File: src/rtl/seg_pkg.sv
// Shared definitions for the 7-segment display driver: FSM states,
// segment glyph table, blank/decimal-point patterns and digit selects.
package seg_pkg;

  typedef enum logic {
    IDLE = 1'b0,
    CONV = 1'b1
  } state_t;

  localparam logic [7:0] SEG_BLANK = 8'h00;
  localparam logic [7:0] SEG_DP    = 8'h80;

  localparam logic [2:0] DIG_UNITS    = 3'b001;
  localparam logic [2:0] DIG_TENS     = 3'b010;
  localparam logic [2:0] DIG_HUNDREDS = 3'b100;

  // Bit order Dgfedcba, active-high.
  function automatic logic [7:0] seg_pattern(input logic [3:0] code);
    logic [7:0] pat;
    case (code)
      4'h0:    pat = 8'h3F;
      4'h1:    pat = 8'h06;
      4'h2:    pat = 8'h5B;
      4'h3:    pat = 8'h4F;
      4'h4:    pat = 8'h66;
      4'h5:    pat = 8'h6D;
      4'h6:    pat = 8'h7D;
      4'h7:    pat = 8'h07;
      4'h8:    pat = 8'h7F;
      4'h9:    pat = 8'h6F;
      4'hA:    pat = 8'h77;
      4'hB:    pat = 8'h7C;
      4'hC:    pat = 8'h39;
      4'hD:    pat = 8'h5E;
      4'hE:    pat = 8'h79;
      default: pat = 8'h71;
    endcase
    return pat;
  endfunction

endpackage

File: src/rtl/bin2bcd_seq.sv
// Sequential shift-add-3 binary to BCD converter, one bit per clock.
// done and bcd present the final step combinationally so the caller can commit on that edge.
module bin2bcd_seq (
  input  logic        C,
  input  logic        CLR,
  input  logic        start,
  input  logic [7:0]  bin_in,
  output logic        done,
  output logic [11:0] bcd
);

  logic [7:0]  bin_q;
  logic [11:0] bcd_q;
  logic [3:0]  cnt_q;
  logic [11:0] bcd_adj;
  logic [19:0] shifted;

  always_comb begin
    bcd_adj = bcd_q;
    for (int i = 0; i < 3; i++) begin
      if (bcd_q[4*i +: 4] >= 4'd5) begin
        bcd_adj[4*i +: 4] = bcd_q[4*i +: 4] + 4'd3;
      end
    end
    shifted = {bcd_adj, bin_q} << 1;
  end

  always_ff @(posedge C) begin
    if (CLR) begin
      bin_q <= '0;
      bcd_q <= '0;
      cnt_q <= '0;
    end else if (cnt_q != 4'd0) begin
      {bcd_q, bin_q} <= shifted;
      cnt_q          <= cnt_q - 4'd1;
    end else if (start) begin
      bin_q <= bin_in;
      bcd_q <= '0;
      cnt_q <= 4'd8;
    end
  end

  assign done = (cnt_q == 4'd1);
  assign bcd  = shifted[19:8];

endmodule

File: src/rtl/seg7_display_driver.sv
// Three-digit multiplexed 7-segment driver with hex or decimal (BCD) display.
// state | meaning
// IDLE  | ready; hex loads commit immediately, decimal loads start conversion
// CONV  | binary-to-BCD conversion running; loads ignored
module seg7_display_driver
  import seg_pkg::*;
#(
  parameter int REFRESH_DIV = 1024
) (
  input  logic       C,
  input  logic       CLR,
  input  logic [7:0] value,
  input  logic       load,
  input  logic       dec,
  output logic       ready,
  output logic [7:0] segments,
  output logic [2:0] digit
);

  localparam int PW = $clog2(REFRESH_DIV);
  localparam logic [PW-1:0] PRESC_LAST = PW'(REFRESH_DIV - 1);

  state_t        state_q, state_d;
  logic [3:0]    dig_u, dig_t, dig_h;
  logic          mode_dec;
  logic [PW-1:0] presc_q;
  logic [2:0]    scan_q;
  logic          conv_start, conv_done;
  logic [11:0]   conv_bcd;
  logic [3:0]    code;
  logic          blank;

  assign conv_start = (state_q == IDLE) && load && dec;

  bin2bcd_seq u_bin2bcd (
    .C      (C),
    .CLR    (CLR),
    .start  (conv_start),
    .bin_in (value),
    .done   (conv_done),
    .bcd    (conv_bcd)
  );

  always_ff @(posedge C) begin
    if (CLR) state_q <= IDLE;
    else     state_q <= state_d;
  end

  always_comb begin
    state_d = state_q;
    case (state_q)
      IDLE:    if (load && dec) state_d = CONV;
      CONV:    if (conv_done)   state_d = IDLE;
      default: state_d = IDLE;
    endcase
  end

  assign ready = (state_q == IDLE);

  // Display mode flips together with the digits so the scan never mixes old digits with a new mode.
  always_ff @(posedge C) begin
    if (CLR) begin
      dig_u    <= '0;
      dig_t    <= '0;
      dig_h    <= '0;
      mode_dec <= 1'b1;
    end else if (state_q == IDLE && load && !dec) begin
      dig_h    <= 4'd0;
      dig_t    <= value[7:4];
      dig_u    <= value[3:0];
      mode_dec <= 1'b0;
    end else if (state_q == CONV && conv_done) begin
      dig_h    <= conv_bcd[11:8];
      dig_t    <= conv_bcd[7:4];
      dig_u    <= conv_bcd[3:0];
      mode_dec <= 1'b1;
    end
  end

  always_ff @(posedge C) begin
    if (CLR) begin
      presc_q <= '0;
      scan_q  <= DIG_UNITS;
    end else if (presc_q == PRESC_LAST) begin
      presc_q <= '0;
      scan_q  <= {scan_q[1:0], scan_q[2]};
    end else begin
      presc_q <= presc_q + PW'(1);
    end
  end

  assign digit = scan_q;

  always_comb begin
    code  = dig_u;
    blank = 1'b0;
    case (scan_q)
      DIG_TENS: begin
        code  = dig_t;
        blank = (dig_h == 4'd0) && (dig_t == 4'd0);
      end
      DIG_HUNDREDS: begin
        code  = dig_h;
        blank = !mode_dec || (dig_h == 4'd0);
      end
      default: begin
        code  = dig_u;
        blank = 1'b0;
      end
    endcase
    segments = blank ? SEG_BLANK : seg_pattern(code);
    if (!mode_dec && scan_q == DIG_UNITS) segments = segments | SEG_DP;
  end

endmodule
File: config.mk
export PLATFORM = sky130hd
export DESIGN_NAME = seg7_display_driver
export DESIGN_NICKNAME = d
export VERILOG_FILES = /design/src/rtl/seg_pkg.sv /design/src/rtl/bin2bcd_seq.sv /design/src/rtl/seg7_display_driver.sv
export SDC_FILE = /design/constraint.sdc
export NUM_CORES = 1
export LEC_CHECK = 0
export CORE_UTILIZATION = 64
export CTS_BUF_LIST = sky130_fd_sc_hd__clkbuf_4
export CTS_CLUSTER_SIZE = 28
export DETAILED_ROUTE_END_ITERATION = 8
export GPL_ROUTABILITY_DRIVEN = 0
export PLACE_DENSITY = 0.95
export SYNTH_ARGS = -nofsm -noshare
export SYNTH_HDL_FRONTEND = slang
export SYNTH_SLANG_ARGS = --single-unit
export TNS_END_PERCENT = 20
File: constraint.sdc
create_clock -name C -period 6.85 [get_ports C]
set_input_delay 1.37 -clock C [delete_from_list [all_inputs] [get_ports C]]
set_output_delay 1.37 -clock C [all_outputs]
set_load 0.02 [all_outputs]
# After elaboration in Yosys (flattened, before gate mapping)
# Memory sizes are Yosys's and may differ from the RTL's.
# Cells that the tools add are included.
[classes] n_addsub=5 magnitude_cmp=3 eq_ne=5 mux=22 bitwise_logic=1 reduce_logical=18
[op_table] op="4-bit 2-to-1 mux" count=8
[op_table] op="8-bit 2-to-1 mux" count=4
[op_table] op="12-bit 2-to-1 mux" count=2
[op_table] op="4-bit by 3-bit greater-or-equal comparator with 1-bit output (second input constant)" count=3
[op_table] op="10-bit by 1-bit adder with 10-bit output (second input constant)" count=1
[op_table] op="10-bit == test (second input constant)" count=1
[op_table] op="4-bit by 2-bit adder with 4-bit output (second input constant)" count=2
[op_table] op="4-bit zero test" count=2
[op_table] op="4-bit one-hot mux with 2 select lines" count=1
[op_table] op="1-bit logical AND" count=7
[op_table] op="2-bit OR reduction" count=3
[op_table] op="4-bit by 1-bit == test with 1-bit output (second input constant)" count=1
[op_table] op="1-bit 2-to-1 mux" count=4
[op_table] op="1-bit one-hot mux with 2 select lines" count=2
[op_table] op="2-bit nonzero test" count=2
[op_table] op="4-bit nonzero test" count=1
[op_table] op="4-bit by 1-bit subtractor with 4-bit output (second input constant)" count=1
[op_table] op="3-bit by 2-bit adder with 3-bit output (second input constant)" count=1
[op_table] op="3-bit by 1-bit == test with 1-bit output (second input constant)" count=1
[op_table] op="3-bit by 2-bit == test with 1-bit output (second input constant)" count=1
[op_table] op="3-bit == test (second input constant)" count=1
[op_table] op="3-bit 2-to-1 mux" count=1
[op_table] op="1-bit zero test" count=2
[op_table] op="1-bit logical OR" count=1
[op_table] op="1-bit NOT" count=1
[word_totals] reg_bits=51 mem_bits_ro=112 inputBits=12 output_inout_bits=12 elab_cells=66 mem_count=1
[mem_list] name="(name not given)" depth=16 word_bits=7 rd=1 rd_clocked_by_memory_dff=0 wr=0 line_no="seg_pkg.sv:20" source="case (code)"

# Logic depth before layout (Yosys ltp)
# Gate-level depths: netlist of run 1.
[depth] word_depth=5 depth_mapped=8 mapped_depth_nobuf=8

# Hierarchy
# A second synthesis of run 1 with hierarchy kept.
[unflattened] cells_unflattened=307 hier_area_um2=2748.9
[modules_own_cells] mod="seg7_display_driver" n_inst=1 cells_each=182 area_per_inst_um2=1570.3 seq_area_each_um2=540.5
[modules_own_cells] mod="bin2bcd_seq" n_inst=1 cells_each=125 area_per_inst_um2=1178.6 seq_area_each_um2=480.5

# Worst setup path before layout of run 1
# Ideal clock, no wire load.
[synth_timing] kind="register to output" start="reg scan_q[2], in the netlist digit[2]" end="out segments[6]" arrival_ps=2508 path_slack_ps=2972 stages_incl_launch_ff=9 path_buffers=0 path_cell_list="dfxtp_1 > nand2b_1 > a21oi_2 > o22ai_1 > inv_1 > ha_1 > o21a_1 > o2bb2ai_1 > a221oi_1"
[synth_between] elab_chain_len=5
[synth_lines] element="start, declared" line_no="seg7_display_driver.sv:27" source="logic [2:0] scan_q;"
[synth_lines] element="start signal, assigned" line_no="seg7_display_driver.sv:86" source="scan_q <= {scan_q[1:0], scan_q[2]};"
[synth_lines] element="3-bit == test / 3-bit by 2-bit == test with 1-bit output (equally long branches)" line_no="seg7_display_driver.sv:97" source="case (scan_q)"
[synth_lines] element="4-bit one-hot mux with 2 select lines" line_no="seg7_display_driver.sv:97"
[synth_lines] element="memory read 16 x 7 bit"
[synth_lines] element="8-bit 2-to-1 mux *" line_no="seg7_display_driver.sv:111" source="segments = blank ? SEG_BLANK : seg_pattern(code);"
[synth_lines] element="8-bit 2-to-1 mux *" line_no="seg7_display_driver.sv:112" source="if (!mode_dec && scan_q == DIG_UNITS) segments = segments | SEG_DP;"
[synth_lines] element="end, declared" line_no="seg7_display_driver.sv:16" source="output logic [7:0] segments,"
# Mark *: on every way between the ends. The rest lies on a longest branch, timed or not.

# Worst setup path in the final report of run 1
[layout_timing] start="reg scan_q[2], in the netlist digit[2]" end="out segments[3]"
# The elaborated chain is that of the path after synthesis.

==> qor.yml, run 1 <==
finalCritPeriodShare_pct: 69.45
r2r-end: "dig_t[2]$_SDFFE_PP0P_"
dp_hpwl_um: 4012
place_inst: 368
layout_commonest_cell: "dfxtp_1"
setup_violations: 0
syn_nets: 332
setup.worst_path.class: "reg -> out"
p_leak_nw: 1.140
min_path_type: "reg -> reg"
cp-end-kind: "output pin"
syn_area_per_cell_um2: 8.775
dieArea_um2: 4472
regArea_um2: 1021
drt_iter0_drc: 98
clock_path_buffers: 2
netlist_top_cells_area: "dfxtp_1, mux2i_1, ha_1, nor2_1, a21oi_1"
yosysSeqAreaShare_pct: 37.90
pin_count: 24
r2r_start: "u_bin2bcd.cnt_q[0]$_SDFFE_PP0P_"
synth_top_area_share_pct: 37.90
synthFlopType: "dfxtp_1"
num_rows: 23
postSynthCellCount: 307
insertion_delay_ns: 0.36
r2r_cells: 5
critPathRequiredTime_ns: 5.48
cts_root_buf: "clkbuf_4"
fin_ws_ns: 2.093
cp-endpoint: "segments[3]"
grt_usage_pct: 26.04
cts_resized: 0
ys_async_sr_fraction_pct: 0
port_buffers: 23
dp_slack_ns: 2.537
die-width_um: 66.88
mostFrequentLayoutCells: "dfxtp_1, nor2_1, clkdlybuf4s50_1, nand2_1, a21oi_1"
firstDrtPassIters: 7
rsz0062_at_grt: "false"
arrival_ns: 3.39
synth_warnings: 0
final-hold-violation-count: 0
vias: 2260
fill_cells: 304
fmaxAchievable_mhz: 210.2
first_global_vias: 1975
coreArea_um2: 4029
startpoint_type: "flip-flop"
fin_skew_ns: 0.008702
cts.sinks: 51
synth_seq_cells: 51
status: "complete, no violations"
nets: 350
fin_tns_setup_ns: 0
p_per_area_nw_per_um2: 238.0
startpoint: "digit[2]$_SDFFE_PP0P_"
viasPerCell: 6.011
r2r_setup_slack_ns: 4.69
postRouteAntennaNets: 0
maxSlewViolCount: 0
synth_edf_count: 0
fin_crit_ns: 4.757
fin_cells: 376
antenna_found_initial: 0
fp.dieH_um: 66.88
grt_remaining_overflow: 0
n_antenna_cell: 0
htreeDepth: 2
slew_headroom_pct: 20.40
wirelength_um: 5442
hold_buffers: 0
cts_tree: "done"
worstMarginPinSlew_ns: 1.184
max-cap-violations: 0
peakVddDrop_mv: 0.2368
ys_types: 50
multi_input_area_um2: 1574
clk_pin_slew_worst_paths_ns: 0.14
cts_made_buffers: 5
initial_utilization_pct: 66.86
netlist_area_um2: 2694
post_cts_buffers: 0
layout-drive-gt1-share_pct: 5.521
wire_per_inst_um: 14.47
synth_area_leader_cell: "dfxtp_1"
finalPower_mw: 0.7142
grt_max_degree: 38
path_max_fanout: 8
grt_pass1_wl_um: 8818
drc_errors: 0
area_growth_pct: 11.38
Yosys cell counts, drive strengths merged (2+ instances only):
master	instances
nor4	4
clkbuf	8
a31oi	3
a21oi	20
a22o	5
a221oi	2
and3	2
inv	14
xor2	3
o21ai	11
o22a	4
nor4b	3
a22oi	8
dfxtp	51
nor2	40
nor3	9
nor3b	7
o22ai	2
a2111oi	3
a211o	2
o21a	4
nand2	21
or3	2
ha	13
nand3	7
xnor2	8
mux2i	18
nand2b	7
a211oi	8
buf	5
or4	3
stage by stage:
stage / area, um2 / utilization, % / hold slack [ns]
after global routing: 3000 / 74.47 / 0.4949
final: 3000 / 74.47 / 0.4682
after detailed placement: 2948 / 73.17 / 0.4424
after CTS: 3000 / 74.47 / 0.4660
after floorplan: 2694 / - / 0.4179
after global placement: 2948 / 73.17 / 0.4309
area by class of cell:
class                      count  share of cell area [%]
clock buffer                   6                   1.501
clock inverter                 2                  0.2502
inverter                      14                   1.751
multi-input combinational    229                   52.46
sequential                    51                   34.03
tap                           50                   2.085
timing repair buffer          24                   7.923
metal layers:
metal  part of all wire (%)  GRT usage, %
met4                    1.5         10.37
met5                      0             0
met2                     49         42.93
met3                    2.6         4.110
met1                     47         33.65
where the power goes:
part	leakage (nW)	internal [mW]	switching, mW
sequential	0.415	0.334	0.0314
clock	0.0307	0.0422	0.0885
combinational	0.694	0.0882	0.130
total	1.14	0.465	0.249
registers in the layout (all words and copies together) (netlist names):
| signal | count |
|---|---|
| dig_h | 4 |
| dig_t | 4 |
| dig_u | 4 |
| digit | 3 |
| mode_dec | 1 |
| presc_q | 10 |
| state_q | 1 |
| u_bin2bcd.bcd_q | 12 |
| u_bin2bcd.bin_q | 8 |
| u_bin2bcd.cnt_q | 4 |
worst max-delay path, cell delays in order, from the launching register on:
cell and delay, ns:
dfxtp_1 0.46, nand2b_1 0.30, a21oi_2 0.18, o22ai_1 0.48
inv_1 0.18, ha_1 0.26, o21a_1 0.13, a221o_1 0.30
a21oi_1 0.13, clkdlybuf4s50_1 0.62
logic make-up (layout without fill, tap and decap cells):
group | count (synthesis) | after routing | share of synthesized area, %
buf+inv | 27 | 46 | 3.902
simple gates | 109 | 109 | 20.81
xor+xnor | 11 | 11 | 3.577
fa+ha+maj | 13 | 13 | 6.038
flops | 51 | 51 | 37.90
compound gates | 78 | 78 | 21.09
mux | 18 | 18 | 6.688
worst min-delay path by stage:
stage	startpoint	end	slack (ns)	cells past startpoint
finish	presc_q[0]$_SDFF_PP0_	presc_q[0]$_SDFF_PP0_	0.47	1
global route	presc_q[0]$_SDFF_PP0_	presc_q[0]$_SDFF_PP0_	0.49	1
CTS	presc_q[0]$_SDFF_PP0_	presc_q[0]$_SDFF_PP0_	0.47	1
detailed placement	presc_q[0]$_SDFF_PP0_	presc_q[0]$_SDFF_PP0_	0.44	1
global placement	presc_q[0]$_SDFF_PP0_	presc_q[0]$_SDFF_PP0_	0.43	1
floorplan	presc_q[0]$_SDFF_PP0_	presc_q[0]$_SDFF_PP0_	0.42	1
(Power assumes the default switching activity.)
==> run 2: changes to the inputs <==
CORE_UTILIZATION = 59   (was 64)
PLACE_DENSITY = 0.92   (was 0.95)
clock period = 4.58 ns   (was 6.85 ns; I/O delays follow)
==> run 2 against run 1 <==
Compared with the run above:
- routed wire length rose by 1.4%
- register-to-register slack worse by 2.3 ns
- setup slack lost 1.8 ns
- first-iteration DRC count decreased by 4.1%
- sequential share of layout area about the same
- largest cell class unchanged
- critical path depth unchanged
- global-route usage fell by 1.7 points
==> qor.yml, run 2 (synthesis gave the netlist of run 1 again) <==
status: "complete, no violations"
max-cap-violations: 0  # unchanged
vias: 2237  # -1.0%
cp-end-kind: "output pin"
path_max_fanout: 8  # unchanged
grt_usage_pct: 24.32  # -1.7 points
post_cts_buffers: 0  # unchanged
startpoint_type: "flip-flop"
n_antenna_cell: 0  # unchanged
slew_headroom_pct: 20.15  # -0.25 points
regArea_um2: 1021  # unchanged
postRouteAntennaNets: 0  # unchanged
arrival_ns: 3.33  # -0.06 ns
comb_power_share_pct: 30.8  # +0.3 points
multi_input_area_um2: 1574  # unchanged
clock_path_buffers: 2  # unchanged
wire_per_inst_um: 14.63  # +1.1%
largest_reg_flops: 12  # unchanged
critPathRequiredTime_ns: 3.66  # -1.82 ns
dieArea_um2: 4840  # +8.2%
fin_crit_ns: 4.249
largest_register: "u_bin2bcd.bcd_q"
swShare_pct: 35.69  # +0.76 points
placed_area_um2: 2950  # about the same
cts.sinks: 51  # unchanged
mostFrequentLayoutCells: "dfxtp_1, nor2_1, clkdlybuf4s50_1, nand2_1, a21oi_1"
hold_buffers: 0  # unchanged
initial_utilization_pct: 61.44  # -5.4 points
num_rows: 24  # +4.3%
layout_commonest_cell: "dfxtp_1"
dp_hpwl_um: 4174  # +4.0%
port_buffers: 23  # unchanged
min_path_type: "reg -> reg"
rsz0062_at_grt: "false"
die-width_um: 69.57  # +4.0%
cts_made_buffers: 5  # unchanged
maxSlewViolCount: 0  # unchanged
drc_errors: 0  # unchanged
clk_pin_slew_worst_paths_ns: 0.14  # about the same
grt_pass1_wl_um: 9535  # +8.1%
p_leak_nw: 1.137  # -0.20%
cts_resized: 0  # unchanged
firstDrtPassIters: 6  # -1
p_per_area_nw_per_um2: 356.6  # +50%
setup.worst_path.class: "reg -> out"
final-hold-violation-count: 0  # unchanged
p_seq_share_pct: 51.4  # +0.2 points
fin_util_pct: 68.35  # -6.1 points
grt_remaining_overflow: 0  # unchanged
peakVddDrop_mv: 0.3550  # +50%
cts_tree: "done"
viasPerCell: 5.934  # -1.3%
insertion_delay_ns: 0.37  # about the same
coreArea_um2: 4384  # +8.8%
cts_root_buf: "clkbuf_4"
setup_violations: 0  # unchanged
antenna_found_initial: 0  # unchanged
nets: 350  # unchanged
pin_count: 24  # unchanged
finalCritPeriodShare_pct: 92.77
switchingPower_mw: 0.3814  # +53%
fp.dieH_um: 69.57  # +4.0%
htreeDepth: 2  # unchanged
fmaxAchievable_mhz: 235.3
fin_tns_setup_ns: 0  # unchanged
layout-drive-gt1-share_pct: 5.538  # +0.017 points
reg_top3: "u_bin2bcd.bcd_q (12), presc_q (10), u_bin2bcd.bin_q (8)"
drt_iter0_drc: 94  # -4.1%
first_global_vias: 2108  # +6.7%
wirelength_um: 5516  # +1.4%
fin_skew_ns: 0.01273  # +0.004023 ns
r2r_setup_slack_ns: 2.43  # -2.26 ns
fin_area_um2: 2997  # -0.13%
area_growth_pct: 11.24
grt_max_degree: 27  # -29%
holdWs_ns: 0.4822  # +0.01394 ns
internal-power_mw: 0.6871  # +48%
power.share.clock_pct: 17.8  # -0.5 points
fill_cells: 356  # +17%
worstMarginPinSlew_ns: 1.188  # +0.003780 ns
-- run 2: changes by cell type in the layout (fill, tap and decap cells not counted), sizes merged --
cell and change:
clkbuf -1
-- run 2: per-stage QoR --
stage,std cells,power [mW],setup slack (ns)
floorplan,307,0.7898,1.156
global placement,370,0.8682,0.8716
detailed placement,370,0.8844,0.7708
CTS,377,1.066,0.3613
global route,377,1.134,0.03139
finish,377,1.069,0.3310
-- run 2: path summary, 6_finish.rpt --
kind	startpoint	endpoint	cells after the start
setup / recovery	digit[2]$_SDFFE_PP0P_	segments[3]	9
hold / removal	state_q$_SDFF_PP0_	mode_dec$_SDFFE_PP1P_	2
setup reg to reg	u_bin2bcd.cnt_q[0]$_SDFFE_PP0P_	dig_t[2]$_SDFFE_PP0P_	5
hold reg to reg	state_q$_SDFF_PP0_	mode_dec$_SDFFE_PP1P_	2
-- run 2: routing by layer --
layer / routed length (um) / part of all wire, % / track usage [%]
met5: 0 / 0 / 0
met4: 59 / 1.1 / 7.256
met3: 221 / 4.0 / 4.360
met2: 2722 / 49 / 41.32
met1: 2513 / 46 / 31.42
-- run 2: worst max-delay path: stages, from the launching register on --
cell	delay [ns]
dfxtp_1	0.46
nand2b_1	0.29
a21oi_2	0.17
o22ai_1	0.48
inv_1	0.18
ha_1	0.26
o21a_1	0.12
a221o_1	0.29
a21oi_1	0.12
clkdlybuf4s50_1	0.61
-- run 2: power by group through the flow --
stage	combinational (mW)	sequential [mW]	clock, mW
final	0.329	0.550	0.190
after global routing	0.368	0.557	0.209
after CTS	0.327	0.548	0.191
after detailed placement	0.326	0.558	0
after global placement	0.314	0.555	0
after floorplan	0.247	0.543	0
-- run 2: layout make-up --
cell class | instances | share of cell area [%]
multi-input combinational | 229 | 52.53
sequential | 51 | 34.07
timing repair buffer | 24 | 7.933
tap | 52 | 2.171
inverter | 14 | 1.754
clock buffer | 5 | 1.253
clock inverter | 2 | 0.2923
==> run 3: changes to the inputs <==
CORE_UTILIZATION = 57   (was 59)
CTS_BUF_LIST = sky130_fd_sc_hd__clkbuf_4 sky130_fd_sc_hd__clkbuf_8 sky130_fd_sc_hd__clkbuf_16   (was sky130_fd_sc_hd__clkbuf_4)
HOLD_SLACK_MARGIN = 0.02   (was default)
MAX_ROUTING_LAYER = met4   (was default)
PLACE_DENSITY = 0.9   (was 0.92)
==> run 3 against run 2 <==
Compared with the run above:
- utilization hardly changed
- critical path type unchanged
- worst hold slack lost 0.031 ns
- total power rose by 6.1%
- fmax increased by 2.6%
- critical endpoint unchanged
- cell area increased by 1.4%
- largest power group unchanged
- clock power is 33% higher
- the flow now finishes with violations (DRC)
- largest cell class unchanged
- sequential power about the same
==> qor.yml, run 3 (synthesis gave the netlist of run 1 again) <==
min_path_type: "reg -> reg"
wire_per_inst_um: 14.76  # +0.89%
worstMarginPinSlew_ns: 1.201  # +0.01265 ns
r2r-end: "u_bin2bcd.bcd_q[5]$_SDFFE_PP0P_"
p_leak_nw: 1.153  # +1.4%
viasPerCell: 6.074  # +2.4%
path_delay_family: "compound AO/OA/AOI/OAI gates"
fin_cells: 378  # +0.27%
die-width_um: 70.75  # +1.7%
n_antenna_cell: 0  # unchanged
fin_tns_setup_ns: 0  # unchanged
cts_made_buffers: 5  # unchanged
dp_slack_ns: 0.7783  # +0.007524 ns
p_seq_share_pct: 48.4  # -3.0 points
grt_remaining_overflow: 0  # unchanged
firstDrtPassIters: 6  # unchanged
rsz0062_at_grt: "false"
first_global_vias: 2169  # +2.9%
maxSlewViolCount: 0  # unchanged
layout_commonest_cell: "dfxtp_1"
path_max_fanout: 8  # unchanged
critPathMaxStageDelay_ns: 0.61  # about the same
slowest_stage: "clkdlybuf4s50_1"
dieArea_um2: 5005  # +3.4%
r2r_setup_slack_ns: 2.42  # about the same
largest_reg_flops: 12  # unchanged
final-hold-violation-count: 0  # unchanged
area_growth_pct: 12.82
grt_pass1_wl_um: 9756  # +2.3%
grt_use_met2_pct: 41.24  # -0.077 points
fin_ws_ns: 0.4393  # +0.1084 ns
cp_num_cells: 9  # unchanged
reg_top3: "u_bin2bcd.bcd_q (12), presc_q (10), u_bin2bcd.bin_q (8)"
setup_violations: 0  # unchanged
cts_root_buf: "clkbuf_8"
insertion_delay_ns: 0.30  # -0.07 ns
fin_crit_ns: 4.141  # -0.1084 ns
dp_hpwl_um: 4134  # -0.96%
max-cap-violations: 0  # unchanged
grt_usage_pct: 25.23  # +0.91 points
clk_pin_slew_worst_paths_ns: 0.08  # -0.06 ns
layout-drive-gt1-share_pct: 6.135  # +0.60 points
vias: 2296  # +2.6%
slew_headroom_pct: 19.30  # -0.85 points
cts.sinks: 51  # unchanged
largest_register: "u_bin2bcd.bcd_q"
startpoint: "digit[2]$_SDFFE_PP0P_"
cts_tree: "done"
wirelength_um: 5580  # +1.2%
finalPower_mw: 1.133  # +6.1%
arrival_ns: 3.22  # -0.11 ns
port_buffers: 23  # unchanged
r2r_start: "u_bin2bcd.cnt_q[0]$_SDFFE_PP0P_"
swShare_pct: 34.27  # -1.4 points
drc_errors: 2  # +2
htreeDepth: 2  # unchanged
cp-end-kind: "output pin"
top_usage_layer: "met2"
finalCritPeriodShare_pct: 90.41  # -2.4 points
use_met1_pct: 31.71  # +0.28 points
startpoint_type: "flip-flop"
setup.worst_path.class: "reg -> out"
mostFrequentLayoutCells: "dfxtp_1, nor2_1, clkdlybuf4s50_1, nand2_1, a21oi_1"
cp-endpoint: "segments[3]"
place_inst: 370  # unchanged
switchingPower_mw: 0.3884  # +1.8%
num_rows: 24  # unchanged
fin_skew_ns: 0.009413  # -0.003313 ns
power.share.clock_pct: 22.3  # +4.5 points
gr-usage-met3_pct: 4.701  # +0.34 points
post_cts_buffers: 0  # unchanged
postRouteAntennaNets: 0  # unchanged
violations: "DRC"
p_per_area_nw_per_um2: 372.9  # +4.6%
nets: 350  # unchanged
r2r_cells: 3  # -2
hold_buffers: 0  # unchanged
internal-power_mw: 0.7450  # +8.4%
status: "finished, violations left"
drt_iter0_drc: 103  # +9.6%
cts_resized: 0  # unchanged
fmaxAchievable_mhz: 241.5  # +2.6%
antenna_found_initial: 0  # unchanged
peakVddDrop_mv: 0.3801  # +7.1%
critPathRequiredTime_ns: 3.66  # about the same
clock_path_buffers: 2  # unchanged
crit_chain: "nand2b_1 > a21oi_2 > o22ai_1 > inv_1 > ha_1 > o21a_1 > a221o_1 > a21oi_1 > clkdlybuf4s50_1"
initial_utilization_pct: 60.61  # -0.83 points
grt_max_degree: 21  # -22%
fp.dieH_um: 70.75  # +1.7%
pin_count: 24  # unchanged
coreArea_um2: 4444  # +1.4%
crit_buf_inv: 2  # unchanged
comb_power_share_pct: 29.3  # -1.5 points
-- run 3: worst min path at each step --
stage                     startpoint               endpoint  slack (ns)  cells after the start
2_1_floorplan  presc_q[0]$_SDFF_PP0_  presc_q[0]$_SDFF_PP0_        0.42                      1
3_3_place_gp   presc_q[0]$_SDFF_PP0_  presc_q[0]$_SDFF_PP0_        0.43                      1
3_5_place_dp   presc_q[0]$_SDFF_PP0_  presc_q[0]$_SDFF_PP0_        0.44                      1
4_1_cts        presc_q[0]$_SDFF_PP0_  presc_q[0]$_SDFF_PP0_        0.45                      1
5_1_grt        presc_q[0]$_SDFF_PP0_  presc_q[0]$_SDFF_PP0_        0.48                      1
6_report       presc_q[0]$_SDFF_PP0_  presc_q[0]$_SDFF_PP0_        0.45                      1
-- run 3: layer usage --
| metal | up-vias | wire length (um) | part of all wire, % |
|---|---|---|---|
| li1 | 1139 | - | - |
| met1 | 1094 | 2522 | 45 |
| met2 | 55 | 2775 | 50 |
| met3 | 8 | 216 | 3.9 |
| met4 | 0 | 65 | 1.2 |
| met5 | - | 0 | 0 |
-- run 3: worst reg2reg max path, cell delays in order, from the launching register on --
cell,delay [ns]
dfxtp_1,0.38
nor4_2,1.04
nor2_1,0.36
a22o_1,0.28
-- run 3: metrics by stage --
stage / cell area (um2) / hold slack, ns / util (%)
final: 3039 / 0.4508 / 68.38
after global routing: 3039 / 0.4809 / 68.38
after CTS: 3039 / 0.4519 / 68.38
after detailed placement: 2950 / 0.4375 / 66.39
after global placement: 2950 / 0.4305 / 66.39
after floorplan: 2694 / 0.4179 / -
-- run 3: power by group through the flow --
stage               Clock, mW  Sequential, mW  Combinational [mW]
global placement            0           0.554               0.314
finish                  0.253           0.549               0.332
floorplan                   0           0.543               0.247
global route            0.277           0.556               0.372
CTS                     0.262           0.548               0.328
detailed placement          0           0.557               0.327
-- run 3: final cells by class --
type	instances	area, um2
Clock buffer	6	76.32
Tap cell	52	65.06
Multi-Input combinational cell	229	1574
Clock inverter	2	12.51
Timing Repair Buffer	24	237.7
Fill cell	378	1405
Inverter	14	52.55
Sequential cell	51	1021
